--- config.mk ---
export PLATFORM = sky130hd
export DESIGN_NAME = data_mem_arbiter
export DESIGN_NICKNAME = d
export VERILOG_FILES = /design/src/rtl/data_mem_arbiter_pkg.sv /design/src/rtl/data_mem_arbiter_rr_arbiter2.sv /design/src/rtl/data_mem_arbiter.sv
export SDC_FILE = /design/constraint.sdc
export NUM_CORES = 1
export LEC_CHECK = 0
export ABC_AREA = 0
export BUFFER_PORTS_ARGS = -buffer_cell sky130_fd_sc_hd__buf_2
export CORE_ASPECT_RATIO = 0.8
export CORE_MARGIN = 5
export CORE_UTILIZATION = 41
export DETAILED_ROUTE_END_ITERATION = 7
export PLACE_DENSITY_LB_ADDON = 0.15
export SYNTH_ARGS = -nofsm -noshare
export SYNTH_HDL_FRONTEND = slang
export SYNTH_SLANG_ARGS = --single-unit
--- constraint.sdc ---
create_clock -name clk -period 1.6 [get_ports clk]
set_clock_uncertainty 0.1 [all_clocks]
set_input_delay 0.32 -clock clk [delete_from_list [all_inputs] [get_ports clk]]
set_output_delay 0.32 -clock clk [all_outputs]
set_load 0.1 [all_outputs]
--- src/rtl/data_mem_arbiter_pkg.sv ---
`default_nettype none
// ============================================================================
//  Module   : data_mem_arbiter_pkg
//  Purpose  : Shared constants for the data-memory arbiter: FSM state codes,
//             default address/data widths and wait-counter sizing helper.
//  Ports    : none (package)
//  Revision : 1.0  initial release
// ============================================================================
package data_mem_arbiter_pkg;

  // Default widths and timeout used by the top-level parameters
  localparam int unsigned c_aw_default      = 32;
  localparam int unsigned c_dw_default      = 32;
  localparam int unsigned c_timeout_default = 64;

  // Transaction FSM encoding
  localparam logic [1:0] c_st_idle  = 2'd0;
  localparam logic [1:0] c_st_issue = 2'd1;
  localparam logic [1:0] c_st_wait  = 2'd2;
  localparam logic [1:0] c_st_resp  = 2'd3;

  // Width of a counter that must be able to hold the value tmo.
  // A zero timeout still gets a 1-bit counter so the declaration stays legal.
  function automatic int unsigned f_cnt_width(input int unsigned tmo);
    return (tmo < 2) ? 1 : $clog2(tmo + 1);
  endfunction

endpackage
`default_nettype wire

--- src/rtl/data_mem_arbiter_rr_arbiter2.sv ---
`default_nettype none
// ============================================================================
//  Module   : data_mem_arbiter_rr_arbiter2
//  Purpose  : Two-way round-robin arbiter. On a tie the requester that did
//             not win last time is chosen; a sole requester always wins.
//             The last-grant record updates only when update_i is high and
//             some request is present.
//  Ports    : clk, rst_n      clock / async active-low reset
//             req_i[1:0]      request vector (bit n = requester n)
//             update_i        commit the current grant as "last grant"
//             any_o           at least one request present
//             gnt_o           index of the winning requester
//  Revision : 1.0  initial release
// ============================================================================
module data_mem_arbiter_rr_arbiter2 (
  input  logic       clk,
  input  logic       rst_n,
  input  logic [1:0] req_i,
  input  logic       update_i,
  output logic       any_o,
  output logic       gnt_o
);

  logic last_q;

  always_comb begin
    any_o = |req_i;
    if (&req_i) begin
      gnt_o = ~last_q;
    end else begin
      // Sole requester (or nobody, in which case the value is ignored)
      gnt_o = req_i[1];
    end
  end

  // Reset to requester 1 so requester 0 wins the very first tie
  always_ff @(posedge clk or negedge rst_n) begin
    if (!rst_n) begin
      last_q <= 1'b1;
    end else if (update_i && any_o) begin
      last_q <= gnt_o;
    end
  end

endmodule
`default_nettype wire

--- src/rtl/data_mem_arbiter.sv ---
`default_nettype none
// ============================================================================
//  Module   : data_mem_arbiter
//  Purpose  : Shares a single-port, variable-latency data memory between a
//             CPU load/store port (rq0) and a DMA/debug port (rq1). One
//             transaction at a time, round-robin, IDLE->ISSUE->WAIT->RESP.
//             All outputs are registered.
//  Ports    : clk, rst_n                 clock / async active-low reset
//             rqN_valid_i/we_i/addr_i/wdata_i   request, held until ack
//             rqN_ack_o                  one-cycle completion pulse
//             rqN_rdata_o                read data, valid with ack, else 0
//             mem_we_o/addr_o/wdata_o    memory command
//             mem_rdata_i/mem_ready_i    memory response
//             timeout_err_o              sticky: a wait exceeded TIMEOUT
//  Revision : 1.0  initial release
// ============================================================================
module data_mem_arbiter
  import data_mem_arbiter_pkg::*;
#(
  parameter int unsigned AW      = c_aw_default,
  parameter int unsigned DW      = c_dw_default,
  parameter int unsigned TIMEOUT = c_timeout_default
) (
  input  logic          clk,
  input  logic          rst_n,
  input  logic          rq0_valid_i,
  input  logic          rq0_we_i,
  input  logic [AW-1:0] rq0_addr_i,
  input  logic [DW-1:0] rq0_wdata_i,
  output logic          rq0_ack_o,
  output logic [DW-1:0] rq0_rdata_o,
  input  logic          rq1_valid_i,
  input  logic          rq1_we_i,
  input  logic [AW-1:0] rq1_addr_i,
  input  logic [DW-1:0] rq1_wdata_i,
  output logic          rq1_ack_o,
  output logic [DW-1:0] rq1_rdata_o,
  output logic          mem_we_o,
  output logic [AW-1:0] mem_addr_o,
  output logic [DW-1:0] mem_wdata_o,
  input  logic [DW-1:0] mem_rdata_i,
  input  logic          mem_ready_i,
  output logic          timeout_err_o
);

  localparam int unsigned     c_cw      = f_cnt_width(TIMEOUT);
  localparam logic [c_cw-1:0] c_tmo_cnt = c_cw'(TIMEOUT);

  logic [1:0]      state_q,     state_d;
  logic            gnt_q,       gnt_d;        // requester owning the transaction
  logic            we_q,        we_d;         // latched direction
  logic            mem_we_q,    mem_we_d;
  logic [AW-1:0]   mem_addr_q,  mem_addr_d;
  logic [DW-1:0]   mem_wdata_q, mem_wdata_d;
  logic [c_cw-1:0] wait_cnt_q,  wait_cnt_d;
  logic            ack0_q,      ack0_d;
  logic            ack1_q,      ack1_d;
  logic [DW-1:0]   rdata0_q,    rdata0_d;
  logic [DW-1:0]   rdata1_q,    rdata1_d;
  logic            terr_q,      terr_d;

  logic            arb_any;
  logic            arb_gnt;
  logic            tmo_hit;

  data_mem_arbiter_rr_arbiter2 u_arb (
    .clk      (clk),
    .rst_n    (rst_n),
    .req_i    ({rq1_valid_i, rq0_valid_i}),
    .update_i (state_q == c_st_idle),
    .any_o    (arb_any),
    .gnt_o    (arb_gnt)
  );

  assign tmo_hit = (TIMEOUT != 0) && (wait_cnt_q == c_tmo_cnt);

  // --------------------------------------------------------------------------
  // State register
  // --------------------------------------------------------------------------
  always_ff @(posedge clk or negedge rst_n) begin
    if (!rst_n) begin
      state_q <= c_st_idle;
    end else begin
      state_q <= state_d;
    end
  end

  // --------------------------------------------------------------------------
  // Next-state logic. mem_ready is ignored in ISSUE: the memory only drops
  // ready after it has seen the new address, so a stale ready could be high.
  // --------------------------------------------------------------------------
  always_comb begin
    state_d = state_q;
    case (state_q)
      c_st_idle:  if (arb_any) state_d = c_st_issue;
      c_st_issue: state_d = c_st_wait;
      c_st_wait:  if (mem_ready_i || tmo_hit) state_d = c_st_resp;
      c_st_resp:  state_d = c_st_idle;
      default:    state_d = c_st_idle;
    endcase
  end

  // --------------------------------------------------------------------------
  // Output / datapath next values. mem_addr and mem_wdata keep their value
  // between transactions so the memory never sees a spurious new access.
  // --------------------------------------------------------------------------
  always_comb begin
    gnt_d       = gnt_q;
    we_d        = we_q;
    mem_we_d    = 1'b0;
    mem_addr_d  = mem_addr_q;
    mem_wdata_d = mem_wdata_q;
    wait_cnt_d  = wait_cnt_q;
    ack0_d      = 1'b0;
    ack1_d      = 1'b0;
    rdata0_d    = '0;
    rdata1_d    = '0;
    terr_d      = terr_q;

    case (state_q)
      c_st_idle: begin
        if (arb_any) begin
          gnt_d       = arb_gnt;
          we_d        = arb_gnt ? rq1_we_i    : rq0_we_i;
          mem_we_d    = arb_gnt ? rq1_we_i    : rq0_we_i;
          mem_addr_d  = arb_gnt ? rq1_addr_i  : rq0_addr_i;
          mem_wdata_d = arb_gnt ? rq1_wdata_i : rq0_wdata_i;
          wait_cnt_d  = '0;
        end
      end
      c_st_wait: begin
        if (mem_ready_i) begin
          {ack1_d, ack0_d} = gnt_q ? 2'b10 : 2'b01;
          // Writes complete with zero read data
          if (gnt_q) begin
            rdata1_d = we_q ? '0 : mem_rdata_i;
          end else begin
            rdata0_d = we_q ? '0 : mem_rdata_i;
          end
        end else if (tmo_hit) begin
          // Forced completion: ack with zero data and flag the error
          {ack1_d, ack0_d} = gnt_q ? 2'b10 : 2'b01;
          terr_d           = 1'b1;
        end else begin
          wait_cnt_d = wait_cnt_q + c_cw'(1);
        end
      end
      default: begin
      end
    endcase
  end

  // --------------------------------------------------------------------------
  // Output / datapath registers
  // --------------------------------------------------------------------------
  always_ff @(posedge clk or negedge rst_n) begin
    if (!rst_n) begin
      gnt_q       <= 1'b0;
      we_q        <= 1'b0;
      mem_we_q    <= 1'b0;
      mem_addr_q  <= '0;
      mem_wdata_q <= '0;
      wait_cnt_q  <= '0;
      ack0_q      <= 1'b0;
      ack1_q      <= 1'b0;
      rdata0_q    <= '0;
      rdata1_q    <= '0;
      terr_q      <= 1'b0;
    end else begin
      gnt_q       <= gnt_d;
      we_q        <= we_d;
      mem_we_q    <= mem_we_d;
      mem_addr_q  <= mem_addr_d;
      mem_wdata_q <= mem_wdata_d;
      wait_cnt_q  <= wait_cnt_d;
      ack0_q      <= ack0_d;
      ack1_q      <= ack1_d;
      rdata0_q    <= rdata0_d;
      rdata1_q    <= rdata1_d;
      terr_q      <= terr_d;
    end
  end

  assign rq0_ack_o     = ack0_q;
  assign rq0_rdata_o   = rdata0_q;
  assign rq1_ack_o     = ack1_q;
  assign rq1_rdata_o   = rdata1_q;
  assign mem_we_o      = mem_we_q;
  assign mem_addr_o    = mem_addr_q;
  assign mem_wdata_o   = mem_wdata_q;
  assign timeout_err_o = terr_q;

endmodule
`default_nettype wire

* Word-level counts from Yosys, hierarchy flattened
Cells that the tools add are included.
** Storage, ports and cells
- Register bits after elaboration :: 144
- Bits of input ports :: 167
- Output and inout bits :: 132
- Logic and storage cells :: 61
** Cells by class
- $add $sub $neg :: 1
- Equality and inequality tests :: 8
- Mux-type cells :: 27
- Bitwise operators :: 2
- Reductions and logical operators :: 10
** Operator list (number)
- 32-bit 2-to-1 mux :: 9
- 7-bit 2-to-1 mux :: 3
- 7-bit case mux with 2 select lines :: 1
- 1-bit 2-to-1 mux :: 10
- 2-bit inequality test, second input constant :: 4
- 2-bit case mux with 4 select lines :: 1
- 7-bit by 1-bit adder with 7-bit output, second input constant :: 1
- 7-bit == test, second input constant :: 1
- 2-bit 2-to-1 mux :: 3
- 2-bit AND reduction :: 3
- 2-bit == test, second input constant :: 2
- 4-bit AND reduction :: 1
- 3-bit AND reduction :: 1
- 2-bit by 1-bit == test with 1-bit output, second input constant :: 1
- 2-bit logical NOT :: 1
- 1-bit inverter :: 2
- 2-bit nonzero test :: 1
- 2-bit OR reduction :: 1
- 1-bit logical AND :: 1
- 1-bit logical OR :: 1

* Logic depth before layout (Yosys ltp)
Gate-level depths: netlist (run 1).
- Word-level depth :: 5
- Gate-level depth with buffers :: 7
- Gate-level depth less buffers :: 6

* Cells and area by module
Synthesis (run 1) repeated with hierarchy kept, for this count alone.
** Second synthesis, totals
- Cells, all modules :: 504
- Area, all modules :: 5818.1 um2
** By module, submodules not included
- data_mem_arbiter :: times used 1, cells each 499, area each 5766.8 um2, sequential area each 3578.4 um2
- data_mem_arbiter_rr_arbiter2 :: times used 1, cells each 5, area each 51.3 um2, sequential area each 26.3 um2

* Worst setup path before layout (run 1)
No wires, ideal clock.
- Path type :: reg2reg
- Start :: reg wait_cnt_q[0]
- End :: reg state_q[1]
- Arrival :: 1.496 ns
- Data required time :: 1.375 ns
- Path slack :: -0.121 ns
- Stages on the path, launching flop included :: 7
- Buffers on the path :: 0
- Path through :: dfrtp_1 > inv_1 > ha_1 > and4bb_2 > nand2_1 > a31oi_1 > mux2_2
** Between the ends
- Cells in the longest elaborated chain, start to end :: 4
** RTL lines
- start: declaration :: RTL line data_mem_arbiter.sv:55 : logic [c_cw-1:0] wait_cnt_q, wait_cnt_d;
- start signal: assignment :: RTL line data_mem_arbiter.sv:175 : wait_cnt_q <= wait_cnt_d;
- 7-bit == test :: RTL line data_mem_arbiter.sv:75 : assign tmo_hit = (TIMEOUT != 0) && (wait_cnt_q == c_tmo_cnt);
- 1-bit logical OR :: RTL line data_mem_arbiter.sv:97 : c_st_wait: if (mem_ready_i || tmo_hit) state_d = c_st_resp;
- 2-bit inequality test (no line)
- 2-bit AND reduction (no line)
- end signal: assignment :: RTL line data_mem_arbiter.sv:82 : state_q <= c_st_idle;
- end signal: assignment :: RTL line data_mem_arbiter.sv:84 : state_q <= state_d;
- end: declaration :: RTL line data_mem_arbiter.sv:49 : logic [1:0] state_q, state_d;
Every way passes these cells.
A chain may end at the register's enable or synchronous reset.

* Final worst setup path (run 1)
- Start :: reg state_q[1]
- End :: reg wait_cnt_q[2]
** Between the ends
- Cells in the longest elaborated chain, start to end :: 3
- Elaborated cells between the ends (all ways) :: 8
- Those cells by class :: eq/ne (4); mux (1); reduce/logical (3)
** RTL lines
- 2-bit == test or 2-bit logical NOT (tied branches) :: RTL line data_mem_arbiter.sv:120 : case (state_q)
- 2-bit inequality test (no line) or 2-bit nonzero test (tied branches)
- 4-bit AND reduction (no line)
Parallel ways exist; a longest one is shown, timed or not.

==> results of run 1 <==
## per-layer routing
layer | track usage | vias to the layer above | part of all wire
li1 | - | 2356 | -
met1 | 0.226 | 2391 | 0.38
met2 | 0.335 | 212 | 0.50
met3 | 0.0864 | 30 | 0.11
met4 | 0.0721 | 0 | 0.016
met5 | 0 | - | 0
## worst max-delay path: stages (launching register included)
cell and delay, ps:
dfrtp_1 430, inv_2 70, ha_4 170, nor3b_4 170, a211o_1 360, o21ai_1 220, o31ai_2 90
## kinds of logic (layout without fill, tap and decap cells)
kind of cell | count (synthesis) | after routing | share of synthesized area
flops | 144 | 144 | 0.619
mux | 66 | 66 | 0.114
fa+ha+maj | 4 | 4 | 0.00859
buf+inv | 35 | 389 | 0.0313
compound gates | 86 | 86 | 0.0846
simple gates | 161 | 161 | 0.143
## cells in the mapped netlist (all sizes together)
| library cell | instances |
|---|---|
| dfrtp | 143 |
| nand2 | 77 |
| o21ai | 68 |
| mux2i | 65 |
| and2 | 64 |
| buf | 15 |
| clkbuf | 14 |
| inv | 6 |
| and3 | 5 |
| ha | 4 |
| nor2 | 4 |
| o211ai | 3 |
| a21oi | 2 |
| a31oi | 2 |
| a41o | 2 |
| nand4 | 2 |
| nand4b | 2 |
| nor3b | 2 |
| a211o | 1 |
| a211oi | 1 |
| a21boi | 1 |
| a21o | 1 |
| a22o | 1 |
| a2bb2oi | 1 |
| and3b | 1 |
| and4bb | 1 |
| dfstp | 1 |
| mux2 | 1 |
| nand3b | 1 |
| nor2b | 1 |
| nor3 | 1 |
| o22a | 1 |
| o22ai | 1 |
| o31ai | 1 |
## flip-flops by register name (all words and copies together) (netlist names), 2 cells and up
register and flops:
wait_cnt_q 7, rq1_rdata_o 32, state_q 2, mem_wdata_o 32, mem_addr_o 32, rq0_rdata_o 32
## final timing paths
check / to / slack, ps
worst min-delay path: rq0_rdata_o[9] / 30
worst min register to register: mem_wdata_o[25] / 380
worst max-delay path: wait_cnt_q[2] / -130
min in group asynchronous: rq0_rdata_o[30] / 280
max in group asynchronous: mem_addr_o[3] / 590
worst max register to register: wait_cnt_q[2] / -130
## repair_timing
| action | in CTS | in global routing |
|---|---|---|
| endpoints found under the setup margin | 134 | 105 |
| hold endpoints to repair | 54 | 0 |
| gates cloned | 0 | 7 |
| pin swaps | 5 | 11 |
| gates resized for setup | 121 | 60 |
| hold buffers | 4 | 0 |
| setup buffers | 1 | 5 |
## through the flow
stage / util / area (um2) / std cells / setup TNS, ps
CTS: 0.629 / 8860 / 1022 / -1420
finish: 0.650 / 9170 / 1034 / -2210
floorplan: - / 5860 / 496 / -47.9
global route: 0.650 / 9170 / 1034 / -8920
detailed placement: 0.557 / 7860 / 985 / -829
global placement: 0.557 / 7860 / 985 / -121
## layout make-up
class / count / area, um2 / share of cell area
Sequential cell: 144 / 3600 / 0.393
Timing Repair Buffer: 351 / 2500 / 0.273
Multi-Input combinational cell: 317 / 2160 / 0.236
Clock buffer: 20 / 447 / 0.0487
Tap cell: 184 / 230 / 0.0251
Clock inverter: 12 / 203 / 0.0221
Inverter: 6 / 22.5 / 0.00246
## power groups by stage
stage / Clock, mW / Sequential, mW / Combinational [mW]
after floorplan: 0 / 12.2 / 2.22
after global placement: 0 / 5.29 / 11.4
after detailed placement: 0 / 5.34 / 11.5
after CTS: 4.43 / 5.34 / 12.1
after global routing: 4.59 / 5.49 / 13.2
final: 4.35 / 5.36 / 12.7
==> impl_metrics.yaml, run 1 <==
power:
  leakage_nw: 4.88
  p_seq_frac: 0.240
  power.density_nw_per_um2: 2440
  power_mw: 22.4
  p_sw_frac: 0.521
  pwr-share-comb: 0.566
  p_switching_mw: 11.7
  vdd_ir_drop_max_v: 0.00251
  clkPwrFrac: 0.194
  p_int_mw: 10.7
synthesis:
  synth-warning-count: 0
  syn_nets: 667
  syn_area_um2: 5830
  synth_cells: 496
  synth_top_cell_area_share: 0.614
  ys_top_cells_by_area: "dfrtp_1, mux2i_1, and2_1, nand2_1, o21ai_1"
  ys_seq_elements: 144
  ys_seq_area_frac: 0.619
  synth_cell_type_count: 37
  synth_area_per_cell_um2: 11.8
  yosysTopAreaCell: "dfrtp_1"
placement:
  dpl.hpwl_um: 13000
  post-place-ws_ps: -150
  gp_congestion: 0.847
  port_buffers: 298
final_layout:
  drive_gt1_frac: 0.478
  final_cell_mix: "buf_2, dfrtp_1, buf_4, nand2_1, mux2i_1"
  final_nets: 1008
  syn_to_final_growth_pct: 57.4
  fill_cells: 1111
  antenna_cells: 0
  final_common_cell: "buf_2"
die:
  start_util: 0.413
  die_h_um: 117
  fp.coreArea_um2: 14100
  dieWidth_um: 143
  num_rows: 39
  dieArea_um2: 16700
  io_pins: 299
status:
  status: "complete, but fails checks"
  violations: "negative setup slack"
critical_path:
  r2r_start: "state_q[1]"
  critPathLaunch: "state_q[1]"
  arrival_ps: 1920
  worst-path-max-fanout: 5
  crit_required_ps: 1790
  crit_path_end_kind: "flop"
  startpoint_type: "flop"
  timing_worst_setup_path_type: "flop to flop"
  ff2ff_path_depth: 6
hold_path:
  hold_start: "mem_rdata_i[9]"
  hp-class: "input port to flop"
  min_path_cells: 2
sta:
  fin_ws_ps: -127
  finalSetupViolations: 64
  worstMarginPinSlew_ps: 656
  hold_violations: 0
  fmaxAchievable_mhz: 579
  drv_slew: 0
  min_period_ps: 1730
  period_share: 1.08
  timing.hold.ws_ps: 25.0
  rsz0062_at_grt: "yes"
  slew_headroom: 0.561
global_route:
  track_usage: 0.198
  antenna_found_initial: 0
  grt-ovfl-total: 0
  grt_pass1_vias: 5062
  grt_start_max_net_pins: 45
  grt_pass1_wl_um: 25600
cts:
  cts_root_buffer: "clkbuf_16"
  cts_tree: "yes"
  h-tree-depth: 4
  clkTransAtPathRegs_ps: 60
  numCtsBuffers: 17
  clock_path_buffers: 2
  cts_sinks: 144
  clkLatencyLatePin_ps: 410
detailed_routing:
  wire_per_inst_um: 17.4
  num_vias: 4989
  ant_nets: 0
  wl_um: 18000
  drc: 0
  vias_per_cell: 4.82
  drtPass1Iterations: 4
  drt-initial-drc-count: 156
run:
  drv_cap: 0
Note: power is estimated with default switching activity, not from simulation.
==> run 2: changes to the inputs <==
--- a/config.mk
+++ b/config.mk
@@ -8,7 +8,7 @@
 export ABC_AREA = 0
 export BUFFER_PORTS_ARGS = -buffer_cell sky130_fd_sc_hd__buf_2
 export CORE_ASPECT_RATIO = 0.8
-export CORE_MARGIN = 5
+export CORE_MARGIN = 2
 export CORE_UTILIZATION = 41
 export DETAILED_ROUTE_END_ITERATION = 7
 export PLACE_DENSITY_LB_ADDON = 0.15
==> run 2 against run 1 <==
  * The run still ends with negative setup slack left
  * Highest routed layer unchanged
  * Final cell count up 0.48%
  * Core utilization increased by 2.5 points
  * Power increased by 1.2%
  * Sequential power hardly changed
  * Die area is 9.1% lower
  * Maximum frequency up 3.0%
  * Non-clock buffer count rose by 8
  * Register-to-register slack gained 50 ps
  * Critical endpoint is now state_q[1]
==> impl_metrics.yaml, run 2 (synthesized netlist as in run 1, its figures left out) <==
cts:
  clkTransAtPathRegs_ps: 60
  numCtsBuffers: 17
  cts_sinks: 144
  h-tree-depth: 4
  cts_tree: "yes"
  cts_root_buffer: "clkbuf_16"
  clock_path_buffers: 2
  clkLatencyLatePin_ps: 410
power:
  power.density_nw_per_um2: 2440
  leakage_nw: 4.92
  power_mw: 22.6
  vdd_ir_drop_max_v: 0.00204
global_route:
  grt-ovfl-total: 0
  grt_pass1_wl_um: 24600
  grt_pass1_vias: 4971
  antenna_found_initial: 1
  track_usage: 0.211
  grt_start_max_net_pins: 55
die:
  num_rows: 38
  dieWidth_um: 137
  io_pins: 299
  start_util: 0.424
  dieArea_um2: 15200
  die_h_um: 111
  fp.coreArea_um2: 13700
sta:
  hold_violations: 0
  drv_slew: 0
  fmaxAchievable_mhz: 597
  fin_ws_ps: -76.1
  slew_headroom: 0.677
  min_period_ps: 1680
  rsz0062_at_grt: "yes"
  period_share: 1.05
  worstMarginPinSlew_ps: 487
  finalSetupViolations: 29
detailed_routing:
  drtPass1Iterations: 5
  drc: 0
  wire_per_inst_um: 16.5
  drt-initial-drc-count: 138
  wl_um: 17100
  num_vias: 4976
  ant_nets: 0
  vias_per_cell: 4.79
final_layout:
  final_common_cell: "buf_2"
  fin_util: 0.675
  final_cell_mix: "buf_2, dfrtp_1, buf_4, nand2_1, mux2i_1"
  final_nets: 1016
  drive_gt1_frac: 0.490
  fill_cells: 1085
  syn_to_final_growth_pct: 59.2
placement:
  dpl.hpwl_um: 11700
  gp_congestion: 0.756
  port_buffers: 298
critical_path:
  crit_required_ps: 1800
  crit_path_end_kind: "flop"
  worst-path-max-fanout: 3
  ff2ff_path_depth: 6
  cp-endpoint: "state_q[1]"
  r2r_start: "state_q[0]"
  arrival_ps: 1870
  r2r_end: "state_q[1]"
  timing_worst_setup_path_type: "flop to flop"
  critPathLaunch: "state_q[0]"
  ff2ff_setup_slack_ps: -80
  startpoint_type: "flop"
status:
  violations: "negative setup slack"
  status: "complete, but fails checks"
hold_path:
  hp-class: "input port to flop"
run:
  drv_cap: 0
-- run 2: layer usage --
metal  vias to the layer above  global-route usage  routed length (um)  part of all wire
met5                         -                   0                   0                 0
met4                         0              0.0680                 227             0.013
met3                        17              0.0946                1660             0.097
met2                       195               0.356                8680              0.51
met1                      2392               0.236                6560              0.38
li1                       2372                   -                   -                 -
-- run 2: worst min-delay path by stage --
stage,cells past startpoint,slack (ps),to,from
6_report,2,20,rq0_rdata_o[25],mem_rdata_i[25]
5_1_grt,2,3,rq0_rdata_o[30],mem_rdata_i[30]
4_1_cts,2,2,rq0_rdata_o[21],mem_rdata_i[21]
3_5_place_dp,1,110,rq1_rdata_o[20],rst_n
3_3_place_gp,1,100,rq0_rdata_o[25],rst_n
2_1_floorplan,0,-80,gnt_q,rst_n
-- run 2: timing repair --
item | CTS | global route
resized for setup | 111 | 59
setup endpoints to repair | 131 | 136
endpoints found under the hold margin | 137 | 0
hold buffers | 2 | 0
pin swaps | 13 | 13
cloned | 0 | 10
setup buffers | 7 | 10
-- run 2: worst max-delay path: stages (launching register included) --
cell and delay [ps]:
dfrtp_1 390, inv_2 110, ha_4 160, nor3b_4 290, buf_4 180, a31oi_4 40, mux2_4 300
-- run 2: through the flow --
stage | TNS [ps] | hold slack [ps] | area (um2) | cells | worst slack (ps)
after floorplan | -47.9 | -75.6 | 5860 | 496 | -47.9
after global placement | -74.5 | 101 | 7830 | 977 | -33.1
after detailed placement | -680 | 106 | 7830 | 977 | -128
after CTS | -311 | 1.80 | 8820 | 1018 | -74.7
after global routing | -6210 | 3.24 | 9280 | 1038 | -142
final | -601 | 17.4 | 9280 | 1039 | -76.1
-- run 2: layout make-up --
type,count,area (um2),area share
Antenna cell,1,2.50,0.000270
Inverter,6,22.5,0.00243
Tap cell,180,225,0.0243
Clock inverter,12,181,0.0196
Clock buffer,20,457,0.0492
Sequential cell,144,3600,0.388
Timing Repair Buffer,359,2600,0.280
Multi-Input combinational cell,317,2180,0.235
-- run 2: power breakdown --
part | leakage (nW) | total (mW) | internal [mW] | switching [mW]
Clock | 0.311 | 4.22 | 2.70 | 1.52
Combinational | 2.72 | 13.1 | 3.47 | 9.62
Sequential | 1.89 | 5.33 | 4.73 | 0.604
Total | 4.92 | 22.6 | 10.9 | 11.7
==> run 3: changes to the inputs <==
--- a/config.mk
+++ b/config.mk
@@ -5,7 +5,7 @@
 export SDC_FILE = /design/constraint.sdc
 export NUM_CORES = 1
 export LEC_CHECK = 0
-export ABC_AREA = 0
+export ABC_AREA = 1
 export BUFFER_PORTS_ARGS = -buffer_cell sky130_fd_sc_hd__buf_2
 export CORE_ASPECT_RATIO = 0.8
 export CORE_MARGIN = 2
==> run 3 against run 2 <==
  * The flow now finishes without violations
  * Setup slack better by 97 ps
  * Largest cell class unchanged
  * Worst hold slack gained 19 ps
  * Register-to-register slack improved by 97 ps
  * Area after synthesis barely moved
  * Flip-flop and latch count did not move
  * Combinational power about the same
  * Final cell count rose by 10%
  * Sequential share of layout area increased by 1.6 points
==> impl_metrics.yaml, run 3 <==
synthesis:
  ys_seq_elements: 144
  yosysTopAreaCell: "dfrtp_1"
  async_reset_ff_frac: 1.00
  synth.top_cells.by_count: "nand2_1, dfrtp_1, nor2_1"
  synth_cells: 637
  synth-warning-count: 0
  synth.most_common_cell: "nand2_1"
  ys_top_cells_by_area: "dfrtp_1, nand2_1, a31oi_1, nor3_1, nor2_1"
  syn_nets: 808
  synth_cell_type_count: 25
  synth_top_cell_area_share: 0.614
  ys_seq_area_frac: 0.619
  synth_edf_count: 0
  synth_area_per_cell_um2: 9.15
  synth_ff_type: "dfrtp_1"
  syn_area_um2: 5830
sta:
  fin_ws_ps: 20.6
  rsz0062_at_grt: "yes"
  hold_violations: 0
  drv_slew: 0
  worstMarginPinSlew_ps: 500
  fmaxAchievable_mhz: 633
  period_share: 0.987
  min_period_ps: 1580
  finalSetupViolations: 0
  setup-tns-final_ps: 0
  timing.hold.ws_ps: 36.5
  slew_headroom: 0.669
power:
  vdd_ir_drop_max_v: 0.00185
  p_seq_frac: 0.236
  p_switching_mw: 12.3
  power_mw: 22.4
  p_sw_frac: 0.549
  leakage_nw: 4.61
  pwr-share-comb: 0.582
  power.density_nw_per_um2: 2510
  clkPwrFrac: 0.181
  p_int_mw: 10.1
placement:
  placed_cell_area_um2: 7780
  dpl.hpwl_um: 12300
  dp.cells: 1103
  port_buffers: 298
  post-place-ws_ps: -6.02
  gp_congestion: 0.833
critical_path:
  crit_path_end_kind: "flop"
  crit_required_ps: 1820
  timing_worst_setup_path_type: "flop to flop"
  arrival_ps: 1800
  ff2ff_path_depth: 8
  worstPathCellList: "inv_2 -> ha_4 -> inv_4 -> nor2_4 -> buf_12 -> buf_16 -> nor2_2 -> a31oi_1"
  startpoint_type: "flop"
  worst-path-max-fanout: 10
  slowest_stage: "dfrtp_1"
  critPathMaxStageDelay_ps: 400
die:
  dieArea_um2: 15200
  io_pins: 299
  die_h_um: 111
  fp.coreArea_um2: 13700
  dieWidth_um: 137
  start_util: 0.424
  num_rows: 38
detailed_routing:
  drtPass1Iterations: 4
  wire_per_inst_um: 15.5
  wl_um: 17800
  drc: 0
  num_vias: 5613
  ant_nets: 0
  drt-initial-drc-count: 277
  vias_per_cell: 4.91
final_layout:
  final_nets: 1120
  final_common_cell: "buf_2"
  drive_gt1_frac: 0.399
  final_cell_mix: "buf_2, nand2_1, dfrtp_1, buf_4, nor2_1"
  syn_to_final_growth_pct: 53.1
  final_area_um2: 8920
  finalNonFillerCells: 1144
  fin_util: 0.649
global_route:
  grt_pass1_wl_um: 26400
  grt_start_max_net_pins: 61
  antenna_found_initial: 2
  grt-ovfl-total: 0
  grt_pass1_vias: 5333
  track_usage: 0.223
cts:
  clkTransAtPathRegs_ps: 70
  numCtsBuffers: 17
  clkLatencyLatePin_ps: 410
  cts_sinks: 144
  h-tree-depth: 4
  clock_path_buffers: 2
  cts_root_buffer: "clkbuf_16"
  cts_tree: "yes"
hold_path:
  min_path_cells: 3
  hp-class: "input port to flop"
status:
  status: "finished, final reports clean"
run:
  drv_cap: 0
==> run 3: cell types whose count changed after synthesis, sizes merged, moves of 3 or more <==
| cell | delta |
|---|---|
| a31oi | +62 |
| and2 | -64 |
| and3 | -5 |
| buf | +13 |
| inv | +39 |
| mux2i | -65 |
| nand2 | +92 |
| nand3 | +9 |
| nor2 | +80 |
| nor3 | +64 |
| o211ai | -3 |
| o21ai | -64 |
==> run 3: layer usage <==
layer	routed length (um)	vias up	global-route usage
met1	7060	2639	0.261
met5	0	-	0
met3	1230	40	0.0514
met2	8920	236	0.381
li1	-	2698	-
met4	553	0	0.108
==> run 3: timing repair <==
item                       CTS  global route
setup endpoints to repair  102           101
hold endpoints to repair    31             0
resized for setup           96            51
setup buffers                0             2
hold buffers                 1             0
pin swaps                    0             1
gates cloned                 0             4
==> run 3: power groups by stage <==
stage	Combinational [mW]	Clock [mW]	Sequential, mW
global route	13.6	4.29	5.42
floorplan	2.51	0	12.2
CTS	12.6	4.12	5.28
finish	13.0	4.06	5.29
global placement	11.9	0	5.28
detailed placement	12.0	0	5.27
==> run 3: critical path: cells and delay by family (launching register included) <==
family                   cells  cell delay, ps
buffers and inverters        4             440
flip-flops                   1             400
AND/OR/NAND/NOR              2             200
AO/OA/AOI/OAI                1             190
adder cells (fa/ha/maj)      1             160
==> run 3: cell type report <==
cell class	count	area, um2
fillers	1171	4820
clock buffers	17	425
multi-input cells	407	1920
repair buffers	334	2380
inverters	45	171
diodes	2	5.00
flip-flops and latches	144	3600
clock inverters	15	190
well taps	180	225
==> run 3: final timing paths <==
kind | start | endpoint | slack, ps
max | state_q[1] | mem_wdata_o[16] | 20
min | mem_rdata_i[1] | rq1_rdata_o[1] | 40
max reg2reg | state_q[1] | mem_wdata_o[16] | 20
min reg2reg | gnt_q | rq0_ack_o | 380
max in group asynchronous | rst_n | rq0_rdata_o[29] | 580
min in group asynchronous | rst_n | rq0_rdata_o[18] | 280
==> run 3: kinds of logic after synthesis <==
group | count (synthesis) | synth area share
AO/OA/AOI/OAI | 75 | 0.0799
adder cells (fa/ha/maj) | 4 | 0.00859
buffers and inverters | 86 | 0.0627
AND/OR/NAND/NOR | 328 | 0.230
flip-flops | 144 | 0.619
